==> src/rtl/shiftrow_fwd_stage_if.sv <==
// shiftrow_fwd_stage_if: 128-bit AES state stream with valid/ready handshake
interface shiftrow_fwd_stage_if;
  logic [127:0] data;
  logic         valid;
  logic         ready;
  modport master(output data, valid, input ready);
  modport slave(input data, valid, output ready);
endinterface

==> src/rtl/shiftrow_fwd_stage.sv <==
// shiftrow_fwd_stage: buffered AES ShiftRows stage, 2-entry skid FIFO; SHIFTROW_INV_EN adds per-push inverse select
module shiftrow_fwd_stage (
  input  logic                        clk,
  input  logic                        rst_n,
  shiftrow_fwd_stage_if.slave         in_if,
  shiftrow_fwd_stage_if.master        out_if,
  output logic [1:0]                  count
`ifdef SHIFTROW_INV_EN
  ,
  input  logic                        inv
`endif
);
  typedef enum logic [1:0] {EMPTY = 2'd0, ONE = 2'd1, FULL = 2'd2} state_t;
  state_t       state, state_next;
  logic [127:0] mem [2];
  logic [127:0] shifted;
  logic         wp, rp, rdy, push, pop, inv_sel;
`ifdef SHIFTROW_INV_EN
  assign inv_sel = inv;
`else
  assign inv_sel = 1'b0;
`endif
  function automatic logic [127:0] shift_rows(input logic [127:0] d, input logic inv_map);
    logic [127:0] s;
    s = '0;
    for (int r = 0; r < 4; r++)
      for (int c = 0; c < 4; c++)
        s[127-8*(r+4*c) -: 8] = d[127-8*(r+4*(inv_map ? (c-r+4)%4 : (c+r)%4)) -: 8];
    return s;
  endfunction
  assign shifted      = shift_rows(in_if.data, inv_sel);
  assign push         = in_if.valid & rdy;
  assign pop          = out_if.valid & out_if.ready;
  assign in_if.ready  = rdy;
  assign out_if.valid = state != EMPTY;
  assign out_if.data  = mem[rp];
  assign count        = state;
  always_comb begin
    state_next = state;
    state_next = (push & ~pop) ? ((state == EMPTY) ? ONE : FULL)
               : (pop & ~push) ? ((state == FULL) ? ONE : EMPTY)
               : state;
  end
  // ready is registered from the next occupancy so it never depends on downstream ready
  always_ff @(posedge clk or negedge rst_n) begin
    if (!rst_n) begin
      state  <= EMPTY;
      rdy    <= 1'b0;
      wp     <= 1'b0;
      rp     <= 1'b0;
      mem[0] <= '0;
      mem[1] <= '0;
    end else begin
      state <= state_next;
      rdy   <= state_next != FULL;
      if (push) begin
        mem[wp] <= shifted;
        wp      <= ~wp;
      end
      if (pop) rp <= ~rp;
    end
  end
endmodule

==> src/flat_wrapper.sv <==
// flat-port wrapper written by rule: the top's interface ports become plain ports
module shiftrow_fwd_stage_flat 
  (clk, rst_n, count, in_if_data, in_if_valid, in_if_ready, out_if_data, out_if_valid, out_if_ready);
  shiftrow_fwd_stage_if in_if_i ();
  shiftrow_fwd_stage_if out_if_i ();
  input  logic clk;
  input  logic rst_n;
  output logic [1:0] count;
  input wire logic [$bits(in_if_i.data)-1:0] in_if_data;
  input wire logic [$bits(in_if_i.valid)-1:0] in_if_valid;
  output wire logic [$bits(in_if_i.ready)-1:0] in_if_ready;
  output wire logic [$bits(out_if_i.data)-1:0] out_if_data;
  output wire logic [$bits(out_if_i.valid)-1:0] out_if_valid;
  input wire logic [$bits(out_if_i.ready)-1:0] out_if_ready;
  assign in_if_i.data = in_if_data;
  assign in_if_i.valid = in_if_valid;
  assign in_if_ready = in_if_i.ready;
  assign out_if_data = out_if_i.data;
  assign out_if_valid = out_if_i.valid;
  assign out_if_i.ready = out_if_ready;
  shiftrow_fwd_stage u_core (.clk(clk), .rst_n(rst_n), .in_if(in_if_i), .out_if(out_if_i), .count(count));
endmodule
==> config.mk <==
export PLATFORM = sky130hd
export DESIGN_NAME = shiftrow_fwd_stage_flat
export DESIGN_NICKNAME = d
export VERILOG_FILES = /design/src/rtl/shiftrow_fwd_stage_if.sv /design/src/rtl/shiftrow_fwd_stage.sv /design/src/flat_wrapper.sv
export SDC_FILE = /design/constraint.sdc
export NUM_CORES = 1
export LEC_CHECK = 0
export CORE_MARGIN = 2
export CORE_UTILIZATION = 46
export CTS_CLUSTER_SIZE = 20
export DETAILED_ROUTE_END_ITERATION = 8
export PLACE_DENSITY = 0.77
export SYNTH_ARGS = -nofsm -noshare
export SYNTH_HDL_FRONTEND = slang
export SYNTH_SLANG_ARGS = --single-unit
==> constraint.sdc <==
create_clock -name clk -period 1.85 [get_ports clk]
set_clock_uncertainty 0.2 [all_clocks]
set_input_delay 0.555 -clock clk [delete_from_list [all_inputs] [get_ports clk]]
set_output_delay 0.555 -clock clk [all_outputs]
set_load 0.02 [all_outputs]
After elaboration in Yosys (flattened, before gate mapping)
Cells that the tools add are included.
Cells by class
  multiply operators: 0
  reduce and logical (&&, ||, !) cells: 3
  $add $sub $neg: 0
  shifts and indexed selects: 0
  bitwise logic cells: 10
  muxes and demuxes: 10
  equality and inequality tests: 2
  order comparisons: 3
  div/mod/pow operators: 0
Operators by type and width (count)
  $mux W128: 4
  $bwmux W256: 1
  $demux W128 S1: 1
  $mux W2: 3
  $and A1 B1 Y1: 4
  $ge A2 B2 Y1 const B: 2
  $not A1 Y1: 4
  $not A1 Y2: 2
  $eq A2 B2 Y1 const B: 1
  $logic_not A2 Y1: 1
  $lt A2 B1 Y1 const B: 1
  $ne A2 B2 Y1 const B: 1
  $reduce_bool A2 Y1: 1
  $logic_and A1 B1 Y1: 1
  $mux W1: 1
Word-level totals
  memories: 0
  register bits after elaboration: 261
  memory bits (writable): 0
  logic and storage cells: 34
  latch bits: 0
  bits in read-only memories: 0
  bits of input ports: 132
  output and inout bits: 132

Logic depth before layout (Yosys ltp)
  word-level depth: 6
  depth in mapped cells: 5
  depth with buffers taken out: 3

Worst setup path before layout
No wires, ideal clock.
  kind: register to output
  start: reg u_core.rp
  end: out out_if_data[100]
  data required time: 1.095 ns
  arrival time: 1.196 ns
  cell stages (with the launch flop): 4
  buffers on the path: 2
  setup slack: -0.101 ns
  cell sequence: dfrtp_1 -> clkbuf_1 -> buf_2 -> mux2_2
Between the ends
  cells in the longest elaborated chain, start to end: 4
Ends and longest elaborated chain
  start: declaration: RTL line shiftrow_fwd_stage.sv:17  | logic wp, rp, rdy, push, pop, inv_sel;
  start signal: assignment: RTL line shiftrow_fwd_stage.sv:60  | if (pop) rp <= ~rp;
  $not A1 Y2 (not written as such): RTL line shiftrow_fwd_stage.sv:36  | assign out_if.data = mem[rp];
  $mux W128 (not written as such) (3 in series): RTL line shiftrow_fwd_stage.sv:36
  end: declaration: RTL line flat_wrapper.sv:12  | output wire logic [$bits(out_if_i.data)-1:0] out_if_data;
No other way between the ends. The select of a mux whose other input is x is not followed.

Final worst setup path
  start: reg u_core.rp
  end: out out_if_data[91]
The elaborated chain is that of the path after synthesis.

==> results.md <==
* Max clock buf depth at 3
* Post-synthesis cell type count at 17
* Setup WS post-layout at -822.7 ps
* RSZ-0062 raised after global routing: yes
* Die Area at 0.02657 mm²
* Relative slew margins at 71.62%
* Post-synth EDFFs at 0
* Top_reg_cell synth: dfrtp_1
* CP Capture Type: output pin
* Total wire length at 28,920 µm
* Clock transition at path regs at ~60 ps
* Gpl congestion at 0.7877
* Share of the synthesized area in the top cell type at 56.16%
* Fin. Hold Viols at 0
* Pin count of the biggest net entering global routing at 46
* # diodes at 0
* Worst skew pair latency at 530 ps
* Starting DRT DRC Count at 316
* Hold Crit Class: reg -> reg
* Crit path DAT at 1920 ps
* Drt drc at 0
* DR pass1 iterations at 4
* Adder-Cell Fraction of Synth Area at 0%
* Synth Instances at approximately 700
* Fillers at ~1,800
* VDD IR max at ~0.0015 V
* Post-DP Area at 0.01511 mm²
* Crit Path Category: reg -> out
* Core area at 0.02504 mm²
* Fin crit period at 2673 ps
* Maxcap violations at 0
* Worst r2r path cells at 6
* Hold WS at 299.6 ps
* Num CTS Buffers at 28
* Initial Util at 46.45%
* # setup viols final at 131
* Failing checks: negative setup slack
* Leakage power at 0.007675 µW
* Crit path launch type: flop
* Status: finished, violations left
* Hold Crit Depth at 1
* Std-Cell Rows at a little under 60
* Peak Freq at 374.2 MHz
* Mapped Area at 0.01163 mm²
* Final net count at 1,198
* Slew Limit Fails at 0
* Total track usage at between 20% and 30%
* Placed cells at 1,326
* CTS tree: built
* Vias in the first global route at 7,615
* Share of cells above drive strength 1 at roughly 62%
* Worst EP required at 1090 ps
* First-pass GRT wire length at 43,170 µm
* Avg Inst Size Synth at 16.54 µm²
* Clock sinks at 261
* Buffers on Ports at 263
* Dpl hpwl at 17,560 µm
* Via density at 5.041
* Wire per inst at between 20 and 25 µm
* Share of async-settable or async-resettable flops after synthesis at 100.0%
* Pwr Density at 2113 mW/mm²
* Die height at 163.0 µm
* H-tree depth at 1
* Multiplexer share of the synthesized area at 40.44%
* Final ANT Viol Nets at 0
* Vias at roughly 7,100
* Yosys reg bits at 261
* Top cells by instance count after synthesis: 283 x mux2_2, 261 x dfrtp_1, 101 x mux2_4, 26 x buf_2, 13 x buf_6
* Period utilisation layout at 144.5%
* Die width at 163.0 µm
* Seq/Total Area, Yosys at 56.16%
* Peak fanout along the critical path at 8
* Largest family of logic cells by synthesized area: multiplexers
* Synth Area in XOR/XNOR at 0.1506%
* Worst slew pin tran at 425.7 ps
* Non-filler instance count after layout at roughly 1,400
* Largest cells by area after synthesis: dfrtp_1 56%, mux2_2 27%, mux2_4 13%, buf_6 1.3%, buf_2 1.1%
* CTS Root Cell: clkbuf_16
* Area leader, netlist: dfrtp_1
* Post-route cell area at 0.01670 mm²
* Compound-gate portion of the synthesized area at 0.3012%
* Synth warnings at 0
* Post-Syn Nets at 835
* Initial antenna violation count at 0
* Grt total ovfl at 0
* Number of I/O pins at between 200 and 300
* Area growth syn-to-layout at 43.62%
* Post-Synth Simple-Gate Area at less than 1%
* Count leader, synth: mux2_2
[path summary, 6_finish.rpt]
check | startpoint | endpoint | slack, ps
min in group asynchronous | rst_n | u_core.mem[225] | 310
setup / recovery | u_core.rp | out_if_data[91] | -820
max in group asynchronous | rst_n | u_core.mem[61] | 550
hold reg to reg | u_core.mem[26] | u_core.mem[26] | 300
setup reg to reg | u_core.in_if.ready | u_core.mem[42] | 50
hold / removal | u_core.mem[26] | u_core.mem[26] | 300
[flip-flops by register name, summed over array words and instances (netlist names)]
name / count
u_core.mem: 256
u_core.count: 2
u_core.in_if.ready: 1
u_core.rp: 1
u_core.wp: 1
[what timing repair did]
action,4_1_cts,5_1_grt
hold buffers,1,0
buffers inserted,13,11
pin swaps,0,1
endpoints found under the setup margin,132,283
gates resized for setup,686,76
gates cloned,7,10
endpoints found under the hold margin,32,0
[cells by family (layout without fill, tap and decap cells)]
group | after synthesis | in the layout
buffers and inverters | 42 | 426
multiplexers | 384 | 384
AO/OA/AOI/OAI | 4 | 4
XOR/XNOR | 2 | 2
flip-flops | 261 | 261
AND/OR/NAND/NOR | 10 | 11
[area by class of cell]
type | count | area [µm²] | area share [%]
clock buffer | 48 | 867.1 | 5.191
clock inverter | 4 | 45.04 | 0.2697
multi-input combinational | 401 | 4876 | 29.19
sequential | 261 | 6535 | 39.13
tap | 330 | 412.9 | 2.472
timing repair buffer | 374 | 3966 | 23.75
[critical path, stage by stage (launching register included)]
cell and delay (ps):
dfrtp_4 510, buf_8 150, buf_8 130, buf_16 140
mux2_4 300, buf_6 130
[placed cells by master, fill, tap and decap left out]
cell type        instances
dfrtp_4                  1
a21bo_2                  1
mux2_4                 112
o21a_1                   1
bufinv_16                1
clkbuf_8                 7
mux2_2                 272
nand3_1                  1
dlygate4sd3_1            1
buf_2                   25
clkdlybuf4s50_1        130
or2_4                    3
xnor2_1                  2
buf_4                   84
buf_16                  10
clkinv_2                 3
nand3_4                  1
a22oi_1                  1
clkbuf_16               35
clkbuf_1                12
dfrtp_1                260
buf_8                    6
o21ba_2                  1
buf_12                  14
nand4b_1                 1
nand2_1                  4
nand2_2                  1
buf_6                   98
[where the power goes]
group	internal, µW	total, µW	switching, µW	leakage (µW)
Clock	3300	5510	2220	0.000448
Combinational	11400	19500	8100	0.00416
Sequential	8680	10300	1580	0.00307
Total	23400	35300	11900	0.00767
[metal layers]
layer | track usage, % | wire [µm] | vias to the layer above | share of wire (%)
met5 | 0 | 0 | - | 0
met4 | 3.741 | 431 | 0 | 1.5
met3 | 4.940 | 1668 | 30 | 5.8
met2 | 32.45 | 13500 | 200 | 47
met1 | 29.29 | 13320 | 3652 | 46
li1 | - | - | 3266 | -
[per-stage QoR]
step | power [µW] | setup TNS [ps] | setup slack [ps] | utilization [%]
after CTS | 34210 | -97940 | -857.8 | 64.66
after detailed placement | 27920 | -188760 | -603.5 | 60.35
after floorplan | 20780 | -1771 | -45.70 | -
after global routing | 37010 | -100750 | -880.6 | 66.71
final | 35290 | -92190 | -822.7 | 66.71
after global placement | 27600 | -182270 | -596.3 | 60.35
No activity file was read; power rests on OpenSTA's default activity.
